$ cat src/rtl/hash_row_stream_arbiter.sv
// hash_row_stream_arbiter
//
// Round-robin arbiter that shares one downstream port between N lanes.
// Each lane sends multi-beat jobs, and the last beat of a job carries delim.
// The granted beat passes through a single registered forward stage.
// Each beat on the output is tagged with the lane it came from.
//
// Configuration macro: HASH_ROW_ARB_JOB_LOCK_EN
//   defined   : the grant is held on one lane until that lane's delim beat.
//   undefined : arbitration runs on every beat, so jobs may interleave.
//               busy_o is tied to 0.
//
// Ports:
//   clk_i, rst_i      clock; asynchronous active-high reset
//   in_valid_i   [N]  per-lane beat valid
//   in_payload_i [N*W] lane i occupies bits [i*W +: W]
//   in_delim_i   [N]  per-lane last-beat-of-job flag
//   in_ready_o   [N]  per-lane accept (one-hot or zero)
//   out_valid_o, out_payload_o, out_delim_o, out_src_o : registered output beat
//   out_ready_i       downstream accept
//   busy_o            registered; high while a job holds the grant
//
// States (only when HASH_ROW_ARB_JOB_LOCK_EN is defined):
//   state     | meaning
//   ST_IDLE   | round-robin scan from rr_q picks the lane to grant
//   ST_LOCKED | owner_q keeps the grant until its delim beat is accepted

module hash_row_stream_arbiter #(
    parameter int N      = 4,
    parameter int N_LOG2 = 2,
    parameter int W      = 64
) (
    input  logic                clk_i,
    input  logic                rst_i,
    input  logic [N-1:0]        in_valid_i,
    input  logic [N*W-1:0]      in_payload_i,
    input  logic [N-1:0]        in_delim_i,
    output logic [N-1:0]        in_ready_o,
    output logic                out_valid_o,
    output logic [W-1:0]        out_payload_o,
    output logic                out_delim_o,
    output logic [N_LOG2-1:0]   out_src_o,
    input  logic                out_ready_i,
    output logic                busy_o
);

    logic [N_LOG2-1:0] rr_q, rr_d;
    logic              out_valid_q, out_valid_d;
    logic [W-1:0]      out_payload_q, out_payload_d;
    logic              out_delim_q, out_delim_d;
    logic [N_LOG2-1:0] out_src_q, out_src_d;

    logic              stage_ready;
    logic              grant_valid;
    logic [N_LOG2-1:0] grant_lane;
    logic [N_LOG2-1:0] scan_idx;
    logic              accept;
    logic [W-1:0]      sel_payload;
    logic              sel_delim;

`ifdef HASH_ROW_ARB_JOB_LOCK_EN
    typedef enum logic {
        ST_IDLE,
        ST_LOCKED
    } state_t;

    state_t            state_q, state_d;
    logic [N_LOG2-1:0] owner_q, owner_d;
`endif

    // The output stage can take a new beat when it is empty or being drained.
    assign stage_ready = !out_valid_q || out_ready_i;

    // Lane selection. The scan starts at rr_q and wraps naturally in N_LOG2 bits.
    // While locked, the owner is the only candidate, even if it has a bubble.
    always_comb begin
        grant_valid = 1'b0;
        grant_lane  = '0;
        scan_idx    = '0;
        for (int k = 0; k < N; k++) begin
            scan_idx = rr_q + N_LOG2'(k);
            if (!grant_valid && in_valid_i[scan_idx]) begin
                grant_valid = 1'b1;
                grant_lane  = scan_idx;
            end
        end
`ifdef HASH_ROW_ARB_JOB_LOCK_EN
        if (state_q == ST_LOCKED) begin
            grant_lane  = owner_q;
            grant_valid = in_valid_i[owner_q];
        end
`endif
    end

    assign accept = grant_valid && stage_ready;

    always_comb begin
        sel_payload = '0;
        sel_delim   = 1'b0;
        for (int i = 0; i < N; i++) begin
            if (grant_lane == N_LOG2'(i)) begin
                sel_payload = in_payload_i[i*W +: W];
                sel_delim   = in_delim_i[i];
            end
        end
    end

    // The ready signal is driven from the grant only, never from the payload.
    always_comb begin
        in_ready_o = '0;
        if (accept) begin
            in_ready_o[grant_lane] = 1'b1;
        end
    end

    always_comb begin
        rr_d          = rr_q;
        out_valid_d   = out_valid_q;
        out_payload_d = out_payload_q;
        out_delim_d   = out_delim_q;
        out_src_d     = out_src_q;

        if (accept) begin
            out_valid_d   = 1'b1;
            out_payload_d = sel_payload;
            out_delim_d   = sel_delim;
            out_src_d     = grant_lane;
        end else if (out_ready_i) begin
            out_valid_d   = 1'b0;
        end

`ifdef HASH_ROW_ARB_JOB_LOCK_EN
        state_d = state_q;
        owner_d = owner_q;
        case (state_q)
            ST_IDLE: begin
                if (accept) begin
                    if (sel_delim) begin
                        rr_d = grant_lane + N_LOG2'(1);
                    end else begin
                        state_d = ST_LOCKED;
                        owner_d = grant_lane;
                    end
                end
            end
            ST_LOCKED: begin
                if (accept && sel_delim) begin
                    state_d = ST_IDLE;
                    rr_d    = owner_q + N_LOG2'(1);
                end
            end
        endcase
`else
        if (accept) begin
            rr_d = grant_lane + N_LOG2'(1);
        end
`endif
    end

    always_ff @(posedge clk_i or posedge rst_i) begin
        if (rst_i) begin
            rr_q          <= '0;
            out_valid_q   <= 1'b0;
            out_payload_q <= '0;
            out_delim_q   <= 1'b0;
            out_src_q     <= '0;
        end else begin
            rr_q          <= rr_d;
            out_valid_q   <= out_valid_d;
            out_payload_q <= out_payload_d;
            out_delim_q   <= out_delim_d;
            out_src_q     <= out_src_d;
        end
    end

`ifdef HASH_ROW_ARB_JOB_LOCK_EN
    always_ff @(posedge clk_i or posedge rst_i) begin
        if (rst_i) begin
            state_q <= ST_IDLE;
            owner_q <= '0;
        end else begin
            state_q <= state_d;
            owner_q <= owner_d;
        end
    end

    assign busy_o = (state_q == ST_LOCKED);
`else
    assign busy_o = 1'b0;
`endif

    assign out_valid_o   = out_valid_q;
    assign out_payload_o = out_payload_q;
    assign out_delim_o   = out_delim_q;
    assign out_src_o     = out_src_q;

endmodule
$ cat config.mk
export PLATFORM = sky130hd
export DESIGN_NAME = hash_row_stream_arbiter
export DESIGN_NICKNAME = d
export VERILOG_FILES = /design/src/rtl/hash_row_stream_arbiter.sv
export SDC_FILE = /design/constraint.sdc
export NUM_CORES = 1
export LEC_CHECK = 0
export BUFFER_PORTS_ARGS = -buffer_cell sky130_fd_sc_hd__buf_4
export CAP_MARGIN = 20
export CORE_AREA = 2 2 131 133
export DETAILED_ROUTE_END_ITERATION = 6
export DIE_AREA = 0 0 133 135
export MAX_ROUTING_LAYER = met4
export RECOVER_POWER = 100
export SYNTH_ARGS = -nofsm -noshare
export SYNTH_HDL_FRONTEND = slang
export SYNTH_SLANG_ARGS = --single-unit
$ cat constraint.sdc
create_clock -name clk_i -period 4.4 [get_ports clk_i]
set_clock_uncertainty 0.2 [all_clocks]
set_input_delay 1.1 -clock clk_i [delete_from_list [all_inputs] [get_ports clk_i]]
set_output_delay 1.1 -clock clk_i [all_outputs]
set_load 0.05 [all_outputs]
==> results.cfg <==
[floorplanning]
floorplan.initialDensity = 0.307
core-area_mm2 = 0.0164
die_w_um = 133
rows = 47
die_area_mm2 = 0.0180
io_pins = 340
dieHeight_um = 135

[yosys]
avgSynthCellArea_um2 = 7.89
synth_seq_area_share = 0.348
synth_cell_type_count = 31
synth_ff_type = dfrtp_1
ys_top_cells_by_area = dfrtp_1 (35%), a21oi_1 (13%), a221o_1 (13%), nand3b_1 (9.7%), a31oi_1 (8.1%)
syn_area_mm2 = 0.00503
synth-seq-cells = 70
syn_inst = 638
synthesis.nets = 909
synth_top_area_share = 0.348
synth_edf_count = 0
ys_warn_count = 0
yosysTopAreaCell = dfrtp_1
synthArstFlopShare = 1.00

[clocking]
worst_skew_pair.late_latency_ns = 0.33
clockRootBuffer = clkbuf_16
tritoncts = yes
cts-htree-levels = 3
postCtsHoldBufs = 0
postCtsSetupBuffers = 0
cts.path.max_buffers = 2
cts_resized = 0
cts_buffers = 9
clk_pin_slew_ns = 0.06
numClockSinks = 70

[worst_setup_path]
cp-start-kind = input pin
crit_type = input pin to output pin
crit_arrival_ns = 2.68
end_kind = output pin
worst-path-max-fanout = 16
worstPathRequired_ns = 3.10

[routing]
via_per_inst = 5.31
firstDrtPassIters = 6
drcViolationCount = 0
drtIter0Drc = 398
routed_wl_mm = 21.5
vias = 6105
post_drt_wl_per_cell_um = 18.7
drtAntennaViolNets = 0

[cells_and_area]
final_util = 0.468
area_growth_pct = 52.7
num-nets-final = 1196
filler_cell_count = 1753
antenna_cells = 0
multi_input_area_mm2 = 0.00274
drive_above_1_share = 0.323
register_area_mm2 = 0.00175

[timing]
finalSetupViolCount = 0
min_period_ns = 3.98
hold_viol = 0
fin_setup_tns_ns = 0
rsz0062_at_grt = no
drv_slew = 45
clock.fmax_mhz = 252
worstMarginPinSlew_ns = 2.34
period_share = 0.904
relSlewSlack = -0.560

[global_routing]
antenna_found_initial = 0
grtUsageTotal = 0.235
grt_max_degree = 131
grt_overflow = 0
grt_pass1_vias = 5854
grt_pass1_wl_mm = 32.3

[place]
portBuffers = 338
gp_congestion = 0.836
dp_hpwl_mm = 14.6

[outcome]
violations = max-capacitance violations, max-slew violations
status = complete, but fails checks

[power]
powerDensity_mw_per_mm2 = 591
total_power_uw = 4540
ir_drop_uv = 449
p_leak_uw = 0.00345

[min_path]
holdCritPathClass = flop to flop

[job]
cap_violations = 1
## through the flow
| stage | instances | setup slack (ns) | instance area (um^2) | hold slack [ns] |
|---|---|---|---|---|
| 2_1_floorplan | 638 | 0.199 | 5030 | 0.308 |
| 3_3_place_gp | 1132 | 0.482 | 7670 | 0.316 |
| 3_5_place_dp | 1132 | 0.438 | 7670 | 0.318 |
| 4_1_cts | 1147 | 0.540 | 7940 | 0.330 |
| 5_1_grt | 1149 | 0.290 | 7680 | 0.370 |
| 6_report | 1149 | 0.424 | 7680 | 0.341 |
## cells in the final DEF, fill, tap and decap left out, drive strengths merged
master         netlist  final
dfrtp               70     70
clkinvlp             0      1
or4                  1      1
buf                 32    274
nand2b               3      3
inv                 67     66
nand3b              65     65
nor3                 1      1
o21ai                2      2
nor2b                2      2
a221o               65     65
o41ai                1      1
clkbuf              43     90
nor2                 4      4
a311oi               1      1
or3                  1      1
o31ai                1      1
a21oi              132    132
mux2                 1      1
mux2i                1      1
nor4                 1      1
or2                  1      1
clkdlybuf4s25        0      1
a31oi               65     65
o32a                 1      1
conb                 1      1
and3                 4      4
nand2               67     67
o211ai               1      1
clkinv               0      1
ha                   4      4
## cell type report
type	count	share of cell area
Sequential cell	70	0.228
Timing Repair Buffer	351	0.312
Clock inverter	1	0.000651
Tap cell	220	0.0358
Multi-Input combinational cell	426	0.356
Inverter	67	0.0329
Clock buffer	14	0.0344
## where the power goes
part	leakage [uW]	switching (uW)	internal, uW
logic	0.00251	1950	870
registers	0.000808	144	899
clock network	0.000133	271	409
total	0.00345	2360	2180
## final timing paths
kind,from,slack (ns),to,cells after the start
min in group asynchronous,rst_i,0.52,out_payload_o[43],2
worst max-delay path,in_valid_i[0],0.42,in_ready_o[3],4
worst max register to register,rr_q[1],1.17,out_payload_o[14],8
max in group asynchronous,rst_i,0.79,out_payload_o[5],3
worst min-delay path,out_src_o[1],0.34,out_src_o[1],2
worst min register to register,out_src_o[1],0.34,out_src_o[1],2
## cell usage after synthesis (2+ instances only)
library cell    n
dfrtp_1        70
clkbuf_1       43
inv_1          67
nand2_1        67
nor2_1          4
a31oi_1        65
ha_1            4
nand3b_1       65
nor2b_1         2
nand2b_1        3
and3_1          4
buf_2          29
a21oi_1       132
a221o_1        65
o21ai_0         2
## layer usage
layer | wire length [um] | track usage | share of wire | up-vias
li1 | - | - | - | 2916
met1 | 8950 | 0.290 | 0.42 | 2898
met2 | 10600 | 0.385 | 0.49 | 257
met3 | 1430 | 0.0428 | 0.067 | 34
met4 | 507 | 0.0902 | 0.024 | 0
met5 | 0 | - | 0 | -
## cells by family (layout without fill, tap and decap cells)
family | Yosys count | in the layout | share of synthesized area
adder cells (fa/ha/maj) | 4 | 4 | 0.00995
AND/OR/NAND/NOR | 150 | 150 | 0.169
AO/OA/AOI/OAI | 269 | 269 | 0.353
multiplexers | 2 | 2 | 0.00423
buffers and inverters | 142 | 433 | 0.115
flip-flops | 70 | 70 | 0.348
other | 1 | 1 | 0.000745
## state kept, by name, summed over array words and instances (netlist names)
signal         count
out_payload_o     64
out_src_o          2
rr_q               2
out_delim_o        1
out_valid_o        1
## critical path: stages
cell and delay (ns):
clkbuf_1 0.12, or4_2 0.89, and3_1 0.27, clkbuf_1 0.29
(Power assumes the default switching activity.)
